`src/rtl/multdiv_ctrl.sv`:
```
// Sequencer for the iterative multiply/divide datapath: drives the product/remainder
// register controls, counts iterations and flags completion and divide-by-zero.
module multdiv_ctrl #(
   parameter int ITERS = 32,
   parameter int CNT_W = 6
) (
   input  logic             clk,
   input  logic             clr,
   input  logic             ctrl_MULT,
   input  logic             ctrl_DIV,
   input  logic             divisor_zero,
   output logic             reg_en,
   output logic             load_sel,
   output logic             reg_out_en,
   output logic             op_div,
   output logic [CNT_W-1:0] step_count,
   output logic             busy,
   output logic             data_resultRDY,
   output logic             data_exception
);

   typedef enum logic [1:0] {IDLE, LOAD, RUN, DONE} state_t;

   localparam logic [CNT_W-1:0] LAST_STEP = CNT_W'(ITERS - 1);

   state_t state_reg, state_next;
   logic   exc_reg;
   logic   held_reg;
   logic   start;
   logic   start_div;

   // A start request wins over whatever is in flight; multiply wins a tie.
   assign start     = ctrl_MULT | ctrl_DIV;
   assign start_div = ctrl_DIV & ~ctrl_MULT;

   always_comb begin
      state_next = state_reg;
      case (state_reg)
         IDLE: state_next = IDLE;
         LOAD: state_next = exc_reg ? DONE : RUN;
         RUN:  state_next = (step_count == LAST_STEP) ? DONE : RUN;
         DONE: state_next = IDLE;
         default: state_next = IDLE;
      endcase
      if (start) begin
         state_next = LOAD;
      end
   end

   always_ff @(posedge clk or posedge clr) begin
      if (clr) begin
         state_reg      <= IDLE;
         step_count     <= '0;
         op_div         <= 1'b0;
         exc_reg        <= 1'b0;
         data_exception <= 1'b0;
         held_reg       <= 1'b0;
      end else begin
         state_reg <= state_next;
         if (start) begin
            step_count     <= '0;
            op_div         <= start_div;
            exc_reg        <= start_div & divisor_zero;
            data_exception <= 1'b0;
            held_reg       <= 1'b0;
         end else begin
            if (state_reg == RUN && step_count != LAST_STEP) begin
               step_count <= step_count + 1'b1;
            end
            if (state_next == DONE) begin
               data_exception <= exc_reg;
            end
            // Keep driving the bus after completion until a new op or reset.
            if (state_reg == DONE) begin
               held_reg <= 1'b1;
            end
         end
      end
   end

   assign reg_en         = (state_reg == LOAD) || (state_reg == RUN);
   assign busy           = (state_reg == LOAD) || (state_reg == RUN);
   assign load_sel       = (state_reg == LOAD);
   assign data_resultRDY = (state_reg == DONE);
   assign reg_out_en     = (state_reg == DONE) || ((state_reg == IDLE) && held_reg);

endmodule
```
`config.mk`:
```
export PLATFORM = sky130hd
export DESIGN_NAME = multdiv_ctrl
export DESIGN_NICKNAME = d
export VERILOG_FILES = /design/src/rtl/multdiv_ctrl.sv
export SDC_FILE = /design/constraint.sdc
export NUM_CORES = 1
export LEC_CHECK = 0
export ABC_AREA = 1
export BUFFER_PORTS_ARGS = -buffer_cell sky130_fd_sc_hd__buf_4
export CAP_MARGIN = 30
export CORE_MARGIN = 10
export CORE_UTILIZATION = 49
export CTS_BUF_LIST = sky130_fd_sc_hd__clkbuf_2 sky130_fd_sc_hd__clkbuf_4 sky130_fd_sc_hd__clkbuf_8
export DETAILED_ROUTE_END_ITERATION = 6
export PLACE_DENSITY_LB_ADDON = 0.25
export REMOVE_ABC_BUFFERS = 1
export SLEW_MARGIN = 10
export SYNTH_ARGS = -nofsm -noshare
export SYNTH_HDL_FRONTEND = slang
export SYNTH_SLANG_ARGS = --single-unit
```
`constraint.sdc`:
```
create_clock -name clk -period 1.45 [get_ports clk]
set_input_delay 0.2175 -clock clk [delete_from_list [all_inputs] [get_ports clk]]
set_output_delay 0.2175 -clock clk [all_outputs]
set_load 0.05 [all_outputs]
```
==> flow_summary_export.csv, run 1 <==
group,metric,value,unit
outcome,status,"complete, but fails checks",
outcome,violations,"negative setup slack",
logic_synthesis,seq_area_frac_synth,42.78,%
finish,final_cell_count_no_fill,129,
die,die_h,57.85,um
logic_synthesis,syn_inst,86,
timing,min_period,1.481,ns
timing,worst_slack,-0.03124,ns
clock_tree,clockRootBuffer,"clkbuf_4",
logic_synthesis,ys_warn_count,0,
finish,fin_util,75.05,%
timing,tightestPinTransition,0.4540,ns
timing,finalCritPeriodShare,102.2,%
timing,finalHoldViolCount,0,
finish,area_growth_syn_to_layout,42.60,%
drt,vias_per_cell,4.969,
die,die_width,57.85,um
worst_setup_path,cp-end-kind,"output pin",
finish,multi_input_area,394.1,um^2
drt,drc_errors,0,
clock_tree,cts-buffers-inserted,3,
clock_tree,clock-sinks,12,
logic_synthesis,yosys_register_bits,12,
place,dp_hpwl,1.151,mm
global_routing,grt_pass1_wl,2.587,mm
logic_synthesis,syn_area,701.9,um^2
clock_tree,cts_buffer_depth,2,
worst_setup_path,cp-start-kind,"flop",
logic_synthesis,synth_cell_type_count,19,
drt,detail-route-antenna-nets,0,
power_and_ir_drop,leakagePower,0.0005197,uW
global_routing,antenna_found_initial,0,
global_routing,overflow,0,
clock_tree,path_clk_slew,0.08,ns
die,initial_utilization,52.63,%
place,io_buffers,17,
timing,whs,0.1859,ns
drt,drt-initial-drc-count,7,
place,dp_cells,118,
timing,setup_viol_count_final,1,
global_routing,grt_pass1_vias,622,
place,gp_congestion,0.7901,
worst_setup_path,critPathMaxFanout,3,
die,top_level_ports,18,
global_routing,track_usage,9.371,%
clock_tree,cts_tree,"yes",
logic_synthesis,syn_avg_cell_area,8.162,um^2
finish,final-seq-area,301.5,um^2
timing,maxSlewViolCount,0,
finish,num-fill-cells,100,
drt,vias,641,
die,core,1334,um^2
clock_tree,clock_latency,0.27,ns
worst_setup_path,critPathArrivalTime,1.26,ns
global_routing,grt_max_degree,13,
finish,diodes,0,
finish,drive_gt1_share,40.35,%
die,dieArea,3347,um^2
timing,fin_skew,0.002596,ns
timing,fmax,675.1,MHz
power_and_ir_drop,power_density,825.4,nW/um^2
worst_setup_path,cp_slowest_stage_delay,0.44,ns
finish,fin_nets,125,
power_and_ir_drop,vdd_ir_drop_max,0.5577,mV
drt,totalWireLength,1.560,mm
worst_setup_path,crit_required,1.23,ns
timing,rsz0062_at_grt,"yes",
drt,wire_per_inst,12.09,um
die,num_rows,13,
worst_setup_path,path_cells,"inv_2, ha_4, nor2_4, nor2_2, buf_6",
worst_setup_path,crit_path_top_delay_cell,"dfrtp_1",
drt,drt-pass1-iter-count,4,
finish,largest_reg_flops,6,
job,max_cap_viol_count,0,
worst_setup_path,worstSetupPathType,"reg2out",
hold_path,hold_class,"in2reg",
timing,max_slew_margin,69.70,%
clock_tree,h-tree-depth,1,
## cell usage after synthesis
| cell | n | area, um^2 |
|---|---|---|
| a31o_2 | 1 | 8.760 |
| inv_1 | 11 | 41.29 |
| nor2_8 | 1 | 20.02 |
| nand3_2 | 1 | 10.01 |
| o21ai_0 | 1 | 5.000 |
| ha_1 | 5 | 62.56 |
| nand4_1 | 1 | 6.260 |
| nand2_2 | 1 | 6.260 |
| o21ai_1 | 1 | 5.000 |
| inv_2 | 1 | 3.750 |
| dfrtp_1 | 12 | 300.3 |
| nor2_1 | 10 | 37.54 |
| nor2_4 | 3 | 33.78 |
| nand2_1 | 27 | 101.4 |
| or2_2 | 1 | 6.260 |
| o211ai_1 | 1 | 7.510 |
| nand3_1 | 6 | 30.03 |
| xor2_1 | 1 | 8.760 |
| buf_4 | 1 | 7.510 |
## layout by cell type (no fill, tap or decap), types with 2 or more instances in the layout
cell type  count
ha_4           2
buf_6          4
clkbuf_4       3
dfrtp_1       11
inv_1          9
nor2_4         5
nor2_2         2
buf_4         20
inv_2          3
nand2_1       27
nor2_1         6
ha_1           3
nand3_1        6
## stage by stage
stage                     setup TNS (ns)  area [um^2]  power, uW  setup slack, ns
after floorplan                   -1.664        694.4      471.3          -0.3996
after global placement                 0        848.3      516.3           0.1851
after detailed placement               0        848.3      518.5           0.1450
after CTS                       -0.04426        940.9      806.9         -0.02234
after global routing             -0.2021         1001      870.7         -0.09311
final                           -0.03124         1001      826.2         -0.03124
## critical path: cells and delay by family (launching register included)
kind          cells  cell delay (ns)
simple gates      2             0.15
flops             1             0.44
fa+ha+maj         1             0.14
buf+inv           2             0.27
## repair_timing
item | in CTS | in global routing
gates resized for setup | 3 | 13
hold buffers | 1 | 0
endpoints found under the hold margin | 12 | 0
buffers inserted | 5 | 1
pin swaps | 1 | 4
endpoints found under the setup margin | 3 | 5
## power breakdown
part	switching, uW	internal (uW)	leakage (uW)	total [uW]
registers	8.94	344	0.000159	353
clock network	111	153	0.0000210	263
logic	126	83.5	0.000340	210
total	246	580	0.000520	826
## final cells by class
type	instances	area share (%)
inverter	12	4.500
clock buffer	4	3.625
tap	15	1.875
multi-input combinational	61	39.38
sequential	12	30.12
timing repair buffer	25	20.50
## path summary, 6_finish.rpt
check,slack (ns),from,cells past startpoint,endpoint
setup / recovery,-0.03,state_reg[0],5,reg_out_en
hold / removal,0.19,ctrl_DIV,3,op_div
setup reg to reg,0.05,state_reg[1],8,held_reg
hold reg to reg,0.50,data_exception,2,data_exception
max in group asynchronous,0.61,clr,3,state_reg[1]
min in group asynchronous,0.51,clr,3,op_div
## metal layers
metal / vias to the layer above / global-route usage (%) / routed length [um]
met4: 0 / 4.027 / 25
met2: 19 / 15.64 / 760
met1: 295 / 10.11 / 668
li1: 323 / - / -
met5: - / 0 / 0
met3: 4 / 3.922 / 105
## kinds of logic after synthesis
logic type,share of synthesized area (%)
flops,42.78
xor+xnor,1.248
compound gates,3.743
simple gates,35.83
buf+inv,7.487
fa+ha+maj,8.913
No activity file was read; power rests on OpenSTA's default activity.
==> run 2: changes to the inputs <==
--- a/config.mk
+++ b/config.mk
@@ -9,8 +9,8 @@
 export BUFFER_PORTS_ARGS = -buffer_cell sky130_fd_sc_hd__buf_4
 export CAP_MARGIN = 30
 export CORE_MARGIN = 10
-export CORE_UTILIZATION = 49
-export CTS_BUF_LIST = sky130_fd_sc_hd__clkbuf_2 sky130_fd_sc_hd__clkbuf_4 sky130_fd_sc_hd__clkbuf_8
+export CORE_UTILIZATION = 53
+export CTS_BUF_LIST = sky130_fd_sc_hd__clkbuf_4
 export DETAILED_ROUTE_END_ITERATION = 6
 export PLACE_DENSITY_LB_ADDON = 0.25
 export REMOVE_ABC_BUFFERS = 1
==> flow_summary_export.csv, run 2 (same netlist as run 1, synthesis figures left out) <==
group,metric,value,unit
power_and_ir_drop,p_total,769.3,uW
drt,drt-pass1-iter-count,5,
worst_setup_path,r2r-start,"state_reg[1]",
hold_path,hold-path-endpoint,"op_div",
global_routing,grt_max_degree,13,
worst_setup_path,critPathArrivalTime,1.27,ns
power_and_ir_drop,combPwrFrac,26.0,%
clock_tree,clock-sinks,12,
global_routing,overflow,0,
clock_tree,h-tree-depth,1,
die,num_rows,13,
global_routing,track_usage,11.07,%
clock_tree,cts_buffer_depth,2,
timing,fmax,671.7,MHz
power_and_ir_drop,switching_share,32.96,%
hold_path,hold_class,"in2reg",
drt,wire_per_inst,14.80,um
power_and_ir_drop,vdd_ir_drop_max,0.5753,mV
worst_setup_path,worstSetupPathType,"reg2out",
timing,tightestPinTransition,0.4573,ns
finish,largest_reg_flops,6,
worst_setup_path,rrSetupSlack,0.05,ns
die,top_level_ports,18,
die,die_h,56.39,um
finish,area_growth_syn_to_layout,41.35,%
timing,finalCritPeriodShare,102.7,%
power_and_ir_drop,clkPwrFrac,27.9,%
die,initial_utilization,55.33,%
place,dp_hpwl,1.196,mm
outcome,status,"complete, but fails checks",
worst_setup_path,crit_path_top_delay_cell,"dfrtp_1",
worst_setup_path,critPathMaxFanout,3,
job,max_cap_viol_count,0,
drt,drc_errors,0,
timing,fin_skew,0.002916,ns
die,dieArea,3180,um^2
power_and_ir_drop,p_int,515.8,uW
worst_setup_path,cp-end-kind,"output pin",
timing,worst_slack,-0.03880,ns
finish,diodes,0,
place,dp_cells,118,
place,gp_congestion,0.8080,
hold_path,worst_hold_startpoint,"ctrl_DIV",
drt,vias_per_cell,5.087,
global_routing,grt_pass1_vias,590,
clock_tree,cts_tree,"yes",
power_and_ir_drop,power_density,775.4,nW/um^2
clock_tree,path_clk_slew,0.08,ns
finish,final_common_cell,"nand2_1",
global_routing,grt_pass1_wl,2.842,mm
timing,whs,0.1724,ns
finish,layout_common_cells,"nand2_1, buf_4, dfrtp_1",
finish,final_cell_count_no_fill,127,
clock_tree,clockRootBuffer,"clkbuf_4",
clock_tree,clock_latency,0.27,ns
die,die_width,56.39,um
worst_setup_path,r2r-end,"step_count[3]",
finish,drive_gt1_share,43.75,%
worst_setup_path,cp.buffers_inverters,2,
finish,fin_nets,123,
timing,min_period,1.489,ns
drt,detail-route-antenna-nets,0,
clock_tree,cts-buffers-inserted,3,
timing,rsz0062_at_grt,"yes",
worst_setup_path,crit_required,1.23,ns
worst_setup_path,cp-start-kind,"flop",
outcome,violations,"negative setup slack",
worst_setup_path,reg2reg_depth,8,
power_and_ir_drop,p_seq_share,46.0,%
worst_setup_path,path_delay_family,"flip-flops",
drt,drt-initial-drc-count,13,
timing,max_slew_margin,69.48,%
worst_setup_path,cp.depth,3,
hold_path,holdPathStages,3,
worst_setup_path,path_cells,"inv_2, ha_4, buf_4",
timing,setup_viol_count_final,4,
drt,vias,646,
drt,totalWireLength,1.880,mm
timing,maxSlewViolCount,0,
place,io_buffers,17,
power_and_ir_drop,p_sw,253.5,uW
die,core,1269,um^2
worst_setup_path,cp_slowest_stage_delay,0.44,ns
global_routing,antenna_found_initial,0,
power_and_ir_drop,leakagePower,0.0005054,uW
timing,finalHoldViolCount,0,
-- run 2: how the worst max path moves through the flow --
stage,startpoint,end,slack (ns)
after detailed placement,step_count[1],step_count[4],0.14
after floorplan,state_reg[0],reg_out_en,-0.40
after global routing,state_reg[1],busy,-0.08
after CTS,state_reg[1],reg_out_en,-0.01
final,state_reg[1],busy,-0.04
after global placement,step_count[1],step_count[4],0.18
-- run 2: what timing repair did --
action,4_1_cts,5_1_grt
hold buffers,1,0
pin swaps,4,6
gates resized for setup,7,17
cloned,0,0
endpoints found under the hold margin,12,0
setup buffers,3,2
endpoints found under the setup margin,3,11
-- run 2: final cells by class --
cell class              count  area [um^2]
multi-input cells          61        411.6
flip-flops and latches     12        301.5
repair buffers             23        186.4
clock buffers               3        22.52
clock inverters             1        3.754
fillers                    92        276.5
well taps                  15        18.77
inverters                  12        47.55
-- run 2: metrics by stage --
| step | setup TNS [ns] | worst slack [ns] | area [um^2] | util, % |
|---|---|---|---|---|
| after CTS | -0.01475 | -0.01475 | 928.4 | 73.18 |
| after global routing | -0.3409 | -0.08054 | 992.2 | 78.21 |
| after floorplan | -1.664 | -0.3996 | 694.4 | - |
| final | -0.08452 | -0.03880 | 992.2 | 78.21 |
| after detailed placement | 0 | 0.1398 | 848.3 | 66.86 |
| after global placement | 0 | 0.1786 | 848.3 | 66.86 |
-- run 2: worst reg2reg max path, stage by stage, from the launching register on --
cell and delay (ns):
dfrtp_1 0.44, buf_4 0.15, buf_4 0.11, ha_4 0.12, inv_2 0.04, nor2_4 0.23
nor2_8 0.09, nand2_2 0.07, nand2_2 0.05
-- run 2: power groups by stage --
stage	Sequential (uW)	Combinational, uW	Clock [uW]
finish	354	200	215
global placement	356	160	0
detailed placement	357	163	0
floorplan	369	102	0
CTS	350	180	213
global route	356	216	229
-- run 2: routing by layer --
| layer | vias up | part of all wire, % | GRT usage, % |
|---|---|---|---|
| li1 | 318 | - | - |
| met1 | 287 | 37 | 12.28 |
| met2 | 29 | 54 | 19.33 |
| met3 | 12 | 6.5 | 3.146 |
| met4 | 0 | 2.6 | 4.124 |
| met5 | - | 0 | 0 |
